==> config.mk <==
export PLATFORM = sky130hd
export DESIGN_NAME = serial_subtractor
export DESIGN_NICKNAME = d
export VERILOG_FILES = /design/src/rtl/serial_subtractor.sv
export SDC_FILE = /design/constraint.sdc
export NUM_CORES = 1
export LEC_CHECK = 0
export ABC_AREA = 1
export BUFFER_PORTS_ARGS = -buffer_cell sky130_fd_sc_hd__buf_2
export CAP_MARGIN = 0
export CORE_MARGIN = 10
export CORE_UTILIZATION = 25
export CTS_BUF_LIST = sky130_fd_sc_hd__clkbuf_8
export DETAILED_ROUTE_END_ITERATION = 12
export HOLD_SLACK_MARGIN = 0.06
export PLACE_DENSITY = 0.51
export SYNTH_ARGS = -nofsm -noshare
export SYNTH_HDL_FRONTEND = slang
export SYNTH_SLANG_ARGS = --single-unit
==> constraint.sdc <==
create_clock -name clk -period 1.9 [get_ports clk]
set_clock_uncertainty 0.1 [all_clocks]
set_input_delay 0.38 -clock clk [delete_from_list [all_inputs] [get_ports clk]]
set_output_delay 0.38 -clock clk [all_outputs]
set_load 0.05 [all_outputs]
==> src/rtl/serial_subtractor.sv <==
// serial_subtractor
//   Bit-serial unsigned subtractor. Computes (in1 - in2 - bin) mod 2^WIDTH
//   one bit per clock, LSB first. A start/busy/done handshake frames each
//   operation. Operand and borrow naming match the parallel adder, so the
//   two blocks can be dropped side by side into the arithmetic datapath.
//
//   Optional feature: define SERIAL_SUB_OVF_EN to add the ovf port. ovf is
//   the two's-complement overflow flag of the subtraction.
//
// Ports
//   clk    in   1      rising-edge clock
//   rst_n  in   1      asynchronous active-low reset
//   start  in   1      operation request, sampled only while idle
//   in1    in   WIDTH  minuend, captured with start
//   in2    in   WIDTH  subtrahend, captured with start
//   bin    in   1      borrow-in, captured with start
//   busy   out  1      high while an operation is in progress
//   done   out  1      single-cycle completion pulse
//   diff   out  WIDTH  result, updated only on completion
//   bout   out  1      borrow-out, high iff in1 < in2 + bin (unsigned)
//   ovf    out  1      signed overflow (only with SERIAL_SUB_OVF_EN)
module serial_subtractor #(
  parameter int WIDTH = 8
) (
  input  logic             clk,
  input  logic             rst_n,
  input  logic             start,
  input  logic [WIDTH-1:0] in1,
  input  logic [WIDTH-1:0] in2,
  input  logic             bin,
  output logic             busy,
  output logic             done,
  output logic [WIDTH-1:0] diff,
  output logic             bout
`ifdef SERIAL_SUB_OVF_EN
  ,
  output logic             ovf
`endif
);

  localparam int CNT_W = $clog2(WIDTH);

  typedef enum logic {
    IDLE  = 1'b0,
    SHIFT = 1'b1
  } state_t;

  state_t state_q;
  state_t state_d;

  logic [WIDTH-1:0] a_q;
  logic [WIDTH-1:0] b_q;
  // Holds the WIDTH-1 result bits produced so far. The final bit is
  // concatenated on the completion edge, so no WIDTH-th bit is ever stored.
  logic [WIDTH-2:0] r_q;
  logic             br_q;
  logic [CNT_W-1:0] cnt_q;

`ifdef SERIAL_SUB_OVF_EN
  logic             a_msb_q;
  logic             b_msb_q;
`endif

  logic [1:0]       step;
  logic             step_d;
  logic             step_br;
  logic             last_step;
  logic [WIDTH-1:0] r_cat;

  // One full-subtractor bit step: returns {borrow_out, difference_bit}.
  function automatic logic [1:0] sub_bit(input logic a, input logic b,
                                         input logic br);
    logic d;
    logic bo;
    d  = a ^ b ^ br;
    bo = (~a & b) | (~(a ^ b) & br);
    return {bo, d};
  endfunction

  assign step      = sub_bit(a_q[0], b_q[0], br_q);
  assign step_d    = step[0];
  assign step_br   = step[1];
  assign last_step = (cnt_q == CNT_W'(WIDTH - 1));
  // New bit enters at the MSB; everything already collected moves down one.
  assign r_cat     = {step_d, r_q};
  assign busy      = (state_q == SHIFT);

  always_comb begin
    state_d = state_q;
    case (state_q)
      IDLE:    if (start) state_d = SHIFT;
      SHIFT:   if (last_step) state_d = IDLE;
      default: state_d = IDLE;
    endcase
  end

  always_ff @(posedge clk or negedge rst_n) begin
    if (!rst_n) begin
      state_q <= IDLE;
      a_q     <= '0;
      b_q     <= '0;
      r_q     <= '0;
      br_q    <= 1'b0;
      cnt_q   <= '0;
      done    <= 1'b0;
      diff    <= '0;
      bout    <= 1'b0;
`ifdef SERIAL_SUB_OVF_EN
      a_msb_q <= 1'b0;
      b_msb_q <= 1'b0;
      ovf     <= 1'b0;
`endif
    end else begin
      state_q <= state_d;
      done    <= 1'b0;
      if (state_q == IDLE) begin
        if (start) begin
          a_q   <= in1;
          b_q   <= in2;
          br_q  <= bin;
          r_q   <= '0;
          cnt_q <= '0;
`ifdef SERIAL_SUB_OVF_EN
          a_msb_q <= in1[WIDTH-1];
          b_msb_q <= in2[WIDTH-1];
`endif
        end
      end else begin
        a_q   <= {1'b0, a_q[WIDTH-1:1]};
        b_q   <= {1'b0, b_q[WIDTH-1:1]};
        br_q  <= step_br;
        r_q   <= r_cat[WIDTH-1:1];
        cnt_q <= cnt_q + CNT_W'(1);
        if (last_step) begin
          diff <= r_cat;
          bout <= step_br;
          done <= 1'b1;
`ifdef SERIAL_SUB_OVF_EN
          // Operands of differing sign and a result whose sign departs from
          // the minuend is the only way a signed subtraction can overflow.
          ovf  <= (a_msb_q != b_msb_q) && (step_d != a_msb_q);
`endif
        end
      end
    end
  end

endmodule

[Word-level counts from Yosys, hierarchy flattened]
Index checks and enable logic that the tools add are counted.
Storage, ports and cells
  word-level logic and storage cells: 36
  register bits: 38
  bits of input ports: 20
  output and inout port bits: 11
Operators by class
  bitwise operators: 8
  reductions and logical operators: 2
  muxes and demuxes: 15
  add/sub/neg operators: 1
  equal/unequal tests: 1
Operator list (number)
  8-bit 2-to-1 mux: 4
  7-bit 2-to-1 mux: 2
  1-bit 2-to-1 mux: 6
  3-bit 2-to-1 mux: 2
  3-bit by 1-bit adder with 3-bit output, second input constant: 1
  3-bit == test, second input constant: 1
  1-bit inverter: 3
  1-bit bitwise AND: 2
  1-bit one-hot mux with 2 select lines: 1
  2-bit AND reduction: 1
  2-bit nonzero test: 1
  1-bit bitwise XOR: 2
  1-bit OR: 1

[Logic depth before layout (Yosys ltp)]
  word-level depth: 5
  mapped depth: 6
  depth with buffers taken out: 6

[Least setup slack after synthesis]
OpenSTA, ideal clock, no wires.
  kind: reg2reg
  from: reg state_q, in the netlist busy
  to: reg a_q[2]
  slack: 493 ps
  library setup time: 124 ps
  stages on the path, launching flop included: 6
  clock period less this slack: 1407 ps
  buffers on the path: 2
  data required time: 1676 ps
  data arrival time: 1183 ps
  cells stage by stage: dfrtp_1 buf_6 inv_2 buf_6 nand3_1 nand3_1
Between the ends
  cells in the longest elaborated chain, start to end: 1
  elaborated cells on any way between the ends: 2
  those cells by class: mux: 1; reduce/logical: 1
RTL lines
  from (decl): line 48  | state_t state_q;
  from (signal assigned): line 114  | state_q <= state_d;
  8-bit 2-to-1 mux / 2-bit nonzero test (equally long branches)
  to (signal assigned): line 118  | a_q <= in1;
  to (signal assigned): line 129  | a_q <= {1'b0, a_q[WIDTH-1:1]};
  to (decl): line 51  | logic [WIDTH-1:0] a_q;
Parallel ways exist; a longest one is shown, timed or not.
A chain may end at the register's enable or synchronous reset.

[Worst setup path after layout]
  from: reg state_q, in the netlist busy
  to: out busy
RTL lines
  to (decl): line 31  | output logic busy,
No word-level cell between the ends.

==> impl_metrics.json <==
{
  "status": "finished clean",
  "cp-end-kind": "output pin",
  "syn_inst": 172,
  "fmax_mhz": 574.4,
  "synth-seq-cells": 38,
  "grt_pass1_vias": 1198,
  "post-synth-top-count-cell": "nand2_1",
  "ir_drop_v": 0.0007560,
  "period_minus_slack_ns": 1.741,
  "crit_buf_inv": 1,
  "syn_area_per_cell_um2": 9.413,
  "p_leak_nw": 0.9765,
  "critical_path_class": "flip-flop to output pin",
  "dieArea_mm2": 0.01010,
  "clkSlewWorstSetupHoldPaths_ns": 0.08,
  "ant_nets": 0,
  "die_y_um": 100.5,
  "clk-insertion-delay-late_ns": 0.29,
  "synth_edf_count": 0,
  "drt_first_pass_iters": 4,
  "htree_levels": 2,
  "synth.distinct_cells": 16,
  "crit_chain": "buf_2",
  "viasPerCell": 4.221,
  "critPathLaunchType": "flip-flop",
  "row_count": 29,
  "antenna_found_initial": 0,
  "start_util_pct": 25.64,
  "arrival_ns": 1.26,
  "grt_pass1_wl_mm": 5.858,
  "finalWirelength_mm": 3.489,
  "fin_nets": 226,
  "critPathMaxFanout": 9,
  "setup_violations": 0,
  "area_delta_synth_final_pct": 17.31,
  "cts_tree": "yes",
  "synth_area_leaders": "dfrtp_1 (59%), nand2_1 (14%), nand3_1 (9.9%)",
  "io_buffers": 30,
  "drive_above_1_share_pct": 21.08,
  "p_per_area_mw_per_mm2": 1652,
  "worst_hold_path_type": "primary input to flip-flop",
  "vias": 1186,
  "grt_use_total_pct": 7.153,
  "synth_top_area_share_pct": 58.73,
  "critical-path-top-delay-family": "flip-flops",
  "drv_slew": 0,
  "gp_congestion": 0.6830,
  "numCtsBuffers": 5,
  "dp_cells": 272,
  "netlist.top_cell.by_area": "dfrtp_1",
  "post-route-period-util_pct": 91.63,
  "cts.path.max_buffers": 2,
  "n_antenna_cell": 0,
  "routedWlPerCell_um": 12.42,
  "seq_area_frac_synth_pct": 58.73,
  "rsz0062_at_grt": "false",
  "tns_ns": 0,
  "die_w_um": 100.5,
  "whs_ns": 0.2368,
  "yosys_warnings": 0,
  "synth_common_cells": "nand2_1 (59), dfrtp_1 (38), nand3_1 (32)",
  "cts_root_buf": "clkbuf_8",
  "hold_viol_final": 0,
  "ys_async_sr_fraction_pct": 100.0,
  "synth_area_mm2": 0.001619,
  "synth_nets": 195,
  "tightest_slew_ns": 0.4856,
  "slowest_stage": "dfrtp_1",
  "fin_cells": 281,
  "drc": 0,
  "cts_setup_buffers": 0,
  "relSlewSlack_pct": 67.63,
  "clock_sinks": 38,
  "worstPathRequired_ns": 1.42,
  "ioPinCount": 31,
  "core_area_mm2": 0.006314,
  "dp_hpwl_mm": 2.327,
  "drtIter0Drc": 69,
  "overflow": 0,
  "grt_max_degree": 39,
  "maxCapViolations": 0,
  "crit_path_max_incr_delay_ns": 0.62,
  "ys.flop_type": "dfrtp_1"
}
-- cell type report --
class	instances	area, µm²
repair buffers	33	175.2
inverters	12	45.04
flip-flops and latches	38	950.9
clock buffers	6	82.58
multi-input cells	113	536.8
fillers	706	4414
well taps	77	96.34
clock inverters	2	12.51
-- through the flow --
stage	cell area, µm²	setup WS, ns	total power (W)	utilization [%]
2_1_floorplan	1619	0.4932	0.002347	-
3_3_place_gp	1794	0.4053	0.002587	28.42
3_5_place_dp	1794	0.4099	0.002605	28.42
4_1_cts	1899	0.1279	0.003202	30.08
5_1_grt	1899	0.07989	0.003406	30.08
6_report	1899	0.1590	0.003137	30.08
-- kinds of logic (layout without fill, tap and decap cells) --
kind of cell | after synthesis | in the layout | share of synthesized area, %
AND/OR/NAND/NOR | 94 | 94 | 25.42
adder cells (fa/ha/maj) | 3 | 3 | 2.782
buffers and inverters | 21 | 53 | 8.114
flip-flops | 38 | 38 | 58.73
AO/OA/AOI/OAI | 16 | 16 | 4.945
-- sequential cells by signal (all words and copies together), names as in the netlist --
name / flops
done: 1
r_q: 7
br_q: 1
a_q: 8
b_q: 8
busy: 1
cnt_q: 3
bout: 1
diff: 8
-- per-layer routing --
metal	GRT usage, %	part of all wire [%]	vias up
met4	1.957	0.29	0
met1	10.22	52	545
met3	3.086	6.7	2
met5	0	0	-
li1	-	-	610
met2	9.446	41	29
-- worst paths after layout --
| path | end | depth (start not counted) | start | slack, ns |
|---|---|---|---|---|
| setup / recovery | busy | 1 | busy$_DFF_PN0_ | 0.16 |
| hold / removal | b_q[7]$_DFFE_PN0P_ | 3 | in2[7] | 0.24 |
| setup reg to reg | diff[0]$_DFFE_PN0P_ | 6 | cnt_q[0]$_DFFE_PN0P_ | 0.42 |
| hold reg to reg | b_q[7]$_DFFE_PN0P_ | 2 | b_q[7]$_DFFE_PN0P_ | 0.37 |
| max in group asynchronous | a_q[7]$_DFFE_PN0P_ | 3 | rst_n | 0.79 |
| min in group asynchronous | diff[0]$_DFFE_PN0P_ | 3 | rst_n | 0.56 |
-- power breakdown --
group	internal, W	total, W	switching (W)	leakage, nW
Combinational	0.000350	0.00122	0.000865	0.442
Sequential	0.00115	0.00134	0.000196	0.487
Clock	0.000292	0.000580	0.000288	0.0472
Total	0.00179	0.00314	0.00135	0.977
-- cell usage in the layout (no fill, tap or decap) --
master	netlist	routed
nand2_1	59	59
dfrtp_1	38	38
nand3_1	32	32
buf_2	3	30
o21ai_0	13	13
inv_1	11	11
clkbuf_8	0	6
o21ai_1	3	3
ha_1	2	2
buf_4	1	2
nand2_2	1	1
nor2_8	1	1
nor2_1	1	1
inv_2	1	1
fa_1	1	1
clkinv_2	0	1
clkinvlp_4	0	1
dlygate4sd3_1	0	1
-- timing repair --
action                    4_1_cts  5_1_grt
hold endpoints to repair       22        0
hold buffers                    1        0
resized for setup               0        0
Note: power is estimated with default switching activity, not from simulation.
